`src/rtl/instr_sequencer.sv`:
```
// -----------------------------------------------------------------------------
// instr_sequencer
//
// Multi-cycle instruction sequencer. A run fetches PROG_LEN words from a
// synchronous instruction memory, starting at address 0. Each word is decoded,
// its operands are read from an external register file, it is executed on an
// external combinational ALU, and the result is written back. Every
// instruction takes exactly four cycles: FETCH, DECODE, EXEC, WB.
//
// Instruction word:
//   [31:21] reserved (must be 0)   [20:16] src A   [15:11] src B
//   [10:6]  dest                   [5:0]   opcode
//
// Ports
//   clk, rst_n          clock, asynchronous active-low reset
//   start               run request, honoured only in IDLE or HALT
//   busy                high in FETCH, DECODE, EXEC, WB
//   done                one-cycle pulse on entry to HALT
//   err                 sticky illegal-instruction flag (trap build only)
//   imem_addr/rdata     instruction memory (data valid one cycle after addr)
//   rf_ra1/ra2/rd1/rd2  register-file combinational read ports
//   rf_we/wa/wd         register-file write port (WB only)
//   alu_opcode/a/b      ALU operands, driven in EXEC only
//   alu_result          ALU result, captured at the end of EXEC
//   retired             instructions completed in the current run (saturating)
//
// Build macro
//   SEQ_ILLEGAL_TRAP_EN  defined: an illegal instruction sets err, is not
//                        written or retired, and ends the run in HALT.
//                        undefined: illegal instructions behave as NOPs.
// -----------------------------------------------------------------------------
module instr_sequencer #(
  parameter int PROG_LEN = 12,
  parameter int ADDR_W   = 4
) (
  input  logic              clk,
  input  logic              rst_n,
  input  logic              start,
  output logic              busy,
  output logic              done,
  output logic              err,
  output logic [ADDR_W-1:0] imem_addr,
  input  logic [31:0]       imem_rdata,
  output logic [4:0]        rf_ra1,
  output logic [4:0]        rf_ra2,
  input  logic [31:0]       rf_rd1,
  input  logic [31:0]       rf_rd2,
  output logic              rf_we,
  output logic [4:0]        rf_wa,
  output logic [31:0]       rf_wd,
  output logic [5:0]        alu_opcode,
  output logic [31:0]       alu_a,
  output logic [31:0]       alu_b,
  input  logic [31:0]       alu_result,
  output logic [15:0]       retired
);

`ifdef SEQ_ILLEGAL_TRAP_EN
  localparam bit TrapEn = 1'b1;
`else
  localparam bit TrapEn = 1'b0;
`endif

  localparam logic [ADDR_W-1:0] LastPc = ADDR_W'(PROG_LEN - 1);

  typedef enum logic [2:0] {
    S_IDLE,
    S_FETCH,
    S_DECODE,
    S_EXEC,
    S_WB,
    S_HALT
  } state_e;

  state_e              state_q, state_d;
  logic [ADDR_W-1:0]   pc_q, pc_d;
  logic [31:0]         ir_q, ir_d;
  logic [31:0]         res_q, res_d;
  logic [15:0]         retired_q, retired_d;
  logic                err_q, err_d;
  logic                done_q, done_d;

  // ---------------------------------------------------------------------------
  // Decode of the held instruction word
  // ---------------------------------------------------------------------------
  logic rsvd_zero;
  logic is_alu;
  logic is_nop;
  logic is_illegal;

  assign rsvd_zero = (ir_q[31:21] == 11'd0);

  always_comb begin
    // NOTE: every variable written in an always_comb gets a default first;
    // a path that leaves one unassigned would infer a latch.
    is_alu = 1'b0;
    unique case (ir_q[5:0])
      6'h02, 6'h03, 6'h04, 6'h05, 6'h06, 6'h07,
      6'h08, 6'h0A, 6'h0C, 6'h0D, 6'h0F: is_alu = rsvd_zero;
      default:                           is_alu = 1'b0;
    endcase
  end

  assign is_nop     = rsvd_zero && (ir_q[5:0] == 6'h00);
  assign is_illegal = !is_alu && !is_nop;

  // ---------------------------------------------------------------------------
  // Next-state and output logic
  // ---------------------------------------------------------------------------
  always_comb begin
    state_d    = state_q;
    pc_d       = pc_q;
    ir_d       = ir_q;
    res_d      = res_q;
    retired_d  = retired_q;
    err_d      = err_q;
    done_d     = 1'b0;

    imem_addr  = '0;
    rf_ra1     = 5'd0;
    rf_ra2     = 5'd0;
    rf_we      = 1'b0;
    rf_wa      = 5'd0;
    rf_wd      = 32'd0;
    alu_opcode = 6'd0;
    alu_a      = 32'd0;
    alu_b      = 32'd0;

    unique case (state_q)
      S_IDLE, S_HALT: begin
        if (start) begin
          state_d   = S_FETCH;
          pc_d      = '0;
          retired_d = 16'd0;
          err_d     = 1'b0;
        end
      end

      S_FETCH: begin
        imem_addr = pc_q;
        state_d   = S_DECODE;
      end

      S_DECODE: begin
        ir_d    = imem_rdata;
        state_d = S_EXEC;
      end

      S_EXEC: begin
        rf_ra1     = ir_q[20:16];
        rf_ra2     = ir_q[15:11];
        alu_opcode = ir_q[5:0];
        alu_a      = rf_rd1;
        alu_b      = rf_rd2;
        // Operands are read before the WB of this instruction, so a
        // destination that is also a source sees its old value.
        res_d      = alu_result;
        state_d    = S_WB;
      end

      S_WB: begin
        if (TrapEn && is_illegal) begin
          err_d   = 1'b1;
          done_d  = 1'b1;
          state_d = S_HALT;
        end else begin
          if (is_alu) begin
            rf_we = 1'b1;
            rf_wa = ir_q[10:6];
            rf_wd = res_q;
          end
          retired_d = (retired_q == 16'hFFFF) ? retired_q : retired_q + 16'd1;
          pc_d      = pc_q + ADDR_W'(1);
          if (pc_q == LastPc) begin
            done_d  = 1'b1;
            state_d = S_HALT;
          end else begin
            state_d = S_FETCH;
          end
        end
      end

      default: state_d = S_IDLE;
    endcase
  end

  // ---------------------------------------------------------------------------
  // State registers
  // ---------------------------------------------------------------------------
  // NOTE: sequential state uses non-blocking assignments so every register
  // samples its pre-edge inputs regardless of statement order.
  // NOTE: IR and RES are datapath registers but are still reset, so a run
  // aborted by reset leaves nothing stale behind.
  always_ff @(posedge clk or negedge rst_n) begin
    if (!rst_n) begin
      state_q   <= S_IDLE;
      pc_q      <= '0;
      ir_q      <= 32'd0;
      res_q     <= 32'd0;
      retired_q <= 16'd0;
      err_q     <= 1'b0;
      done_q    <= 1'b0;
    end else begin
      state_q   <= state_d;
      pc_q      <= pc_d;
      ir_q      <= ir_d;
      res_q     <= res_d;
      retired_q <= retired_d;
      err_q     <= err_d;
      done_q    <= done_d;
    end
  end

  assign busy    = (state_q == S_FETCH) || (state_q == S_DECODE) ||
                   (state_q == S_EXEC)  || (state_q == S_WB);
  assign done    = done_q;
  assign err     = err_q;
  assign retired = retired_q;

endmodule

```
`config.mk`:
```
export PLATFORM = sky130hd
export DESIGN_NAME = instr_sequencer
export DESIGN_NICKNAME = d
export VERILOG_FILES = /design/src/rtl/instr_sequencer.sv
export SDC_FILE = /design/constraint.sdc
export NUM_CORES = 1
export LEC_CHECK = 0
export CORE_ASPECT_RATIO = 1.4
export CORE_MARGIN = 1
export CORE_UTILIZATION = 38
export DETAILED_ROUTE_END_ITERATION = 7
export PLACE_DENSITY = 0.88
export SETUP_SLACK_MARGIN = 0.05
export SLEW_MARGIN = 20
export SYNTH_ARGS = -nofsm -noshare
export SYNTH_HDL_FRONTEND = slang
export SYNTH_SLANG_ARGS = --single-unit
export TNS_END_PERCENT = 1
```
`constraint.sdc`:
```
create_clock -name clk -period 1.9 [get_ports clk]
set_input_delay 0.285 -clock clk [delete_from_list [all_inputs] [get_ports clk]]
set_output_delay 0.285 -clock clk [all_outputs]
set_load 0.05 [all_outputs]
```
==> metrics.yaml <==
drtIter0Drc: 256
async_reset_ff_share_pct: 100
synth_nets: 562
grt.total_usage_pct: 30.6
num_io_pins: 272
avgSynthCellArea_um2: 10.6
layout.cells.non_filler: 860
synth_top_area_share_pct: 48.6
drv_cap: 0
die_area_um2: 12400
cts.path.max_buffers: 2
final_common_cell: "clkdlybuf4s50_1"
ir_worst_vdd_uv: 748
place_ws_ns: -0.315
path_class: "reg -> out"
setup_viol: 120
clk_pin_slew_ns: 0.07
syn2layout_area_growth_pct: 106
slew_headroom_pct: 63.0
placementRows: 46
ys_seq_elements: 88
ys_warn_count: 0
hpwl_um: 14300
required_ns: 1.62
grt.overflow.total: 0
clock_sinks: 88
cp.arrival_ns: 2.29
start_util_pct: 39.5
fin_area_um2: 9340
synth_cells: 429
yosys_most_used_dff: "dfrtp_1"
run_status: "finished, violations left"
gp_congestion: 0.863
synth_largest_area_cell: "dfrtp_1"
core-area_um2: 11500
rsz0062_at_grt: "yes"
root_buffer: "clkbuf_16"
drc: 0
first_pass_iters: 5
grt_pass1_vias: 4735
placed_cell_area_um2: 8870
critPathMaxFanout: 11
synthTopCellsByArea: "dfrtp_1 (49%), and2_1 (17%), mux2_1 (16%)"
power_density_nw_per_um2: 1280
fmax_mhz: 388
grt_antenna_before_repair: 3
power_mw: 12.0
period_minus_slack_ns: 2.57
totalWireLength_um: 18400
ys_types: 36
final_cell_mix: "clkdlybuf4s50_1 (130), buf_12 (128), dfrtp_1 (87)"
dp.cells: 838
cts-htree-levels: 3
grt_first_pass_wirelength_um: 28100
die_h_um: 131
fin_util_pct: 81.6
hold_slack_ns: 0.469
ant_nets: 0
drive_gt1_share_pct: 42.2
vias_per_cell: 5.28
worstHoldPathType: "in -> async"
power_leakage_nw: 3.98
failed_checks: "negative setup slack"
slew_violations: 0
cts_tree: "yes"
syn-cell-area_um2: 4530
fin_setup_tns_ns: -33.20
numCtsBuffers: 9
finClkSkew_ns: 0.00955
worst_slew_pin_slew_ns: 0.553
ys_seq_area_share_pct: 48.6
clock_latency_ns: 0.34
nNetsFinal: 842
nFillCells: 597
grt_max_degree: 53
io_buffers: 270
die_x_um: 94.2
synth_edf_count: 0
vias: 4537
finalHoldViolCount: 0
routedWlPerCell_um: 21.4
fin_crit_sh_pct: 136
fin_ws_ns: -0.675
worst_setup_path_end_kind: "output pin"
start_kind: "flop"
[per-layer routing]
metal	part of all wire, %	vias up	track usage [%]
li1	-	2007	-
met1	36	2214	34.9
met2	53	266	53.7
met3	7.5	48	6.37
met4	3.8	2	13.6
met5	0.043	-	0
[Yosys cell counts (3+ instances only)]
cell type,number
or3_1,3
buf_4,3
nand4_1,7
buf_2,12
nor3_1,6
a21oi_1,11
and2_1,122
nor2b_1,3
nand2b_1,3
inv_1,3
o21ai_0,7
a31oi_1,3
mux2_1,64
dfrtp_1,88
nor2_1,22
and3_1,3
nor3_2,3
o21ai_1,15
clkbuf_1,9
nand2_1,10
nand3_1,10
[critical path, stage by stage (launching register included)]
cell	delay, ns
dfrtp_1	0.38
or4_1	0.53
nor3_2	0.19
o21ai_2	0.13
nor2_4	0.15
buf_6	0.14
buf_16	0.13
and2_4	0.16
buf_12	0.13
[power breakdown]
part | switching, mW | internal (mW) | total (mW) | leakage, nW
logic | 3.48 | 3.19 | 6.67 | 2.75
clock network | 0.770 | 1.17 | 1.94 | 0.157
registers | 0.651 | 2.70 | 3.35 | 1.08
[final timing paths]
kind                       startpoint          end  slack (ns)  cells past startpoint
min reg2reg                  ir_q[19]     ir_q[19]        0.49                      1
min                             rst_n    res_q[24]        0.47                      2
min in group clk             ir_q[19]     ir_q[19]        0.49                      1
max in group asynchronous       rst_n  retired[10]        0.82                      3
max reg2reg                retired[4]  retired[13]       -0.05                      5
max                          ir_q[25]    rf_wd[12]       -0.67                      8
[logic make-up after synthesis]
group           count (synthesis)  share of synthesized area [%]
compound gates                 44                           5.50
xor+xnor                        2                          0.387
fa+ha+maj                       2                          0.553
buf+inv                        31                           3.48
flops                          88                           48.6
mux                            65                           16.1
other cells                     1                         0.0828
simple gates                  196                           25.2
[state kept, by name, indices dropped and copies added, names as in the netlist]
register	cells
state_q	3
pc_q	4
done	1
res_q	32
retired	16
ir_q	32
[final cells by class]
type	instances	area (um^2)	share of cell area, %
Tap cell	144	180	1.93
Multi-Input combinational cell	310	2410	25.8
Clock buffer	9	225	2.41
Inverter	5	26.3	0.281
Timing Repair Buffer	295	4190	44.9
Clock inverter	7	103	1.10
Antenna cell	2	5.00	0.0536
Sequential cell	88	2200	23.6
[timing repair]
item                                    in CTS  in global routing
endpoints found under the setup margin     149                150
buffers inserted                             2                  0
cloned                                       1                  0
hold endpoints to repair                    35                  0
resized for setup                           19                 18
pin swaps                                   21                  8
hold buffers                                 1                  0
(Power assumes the default switching activity.)
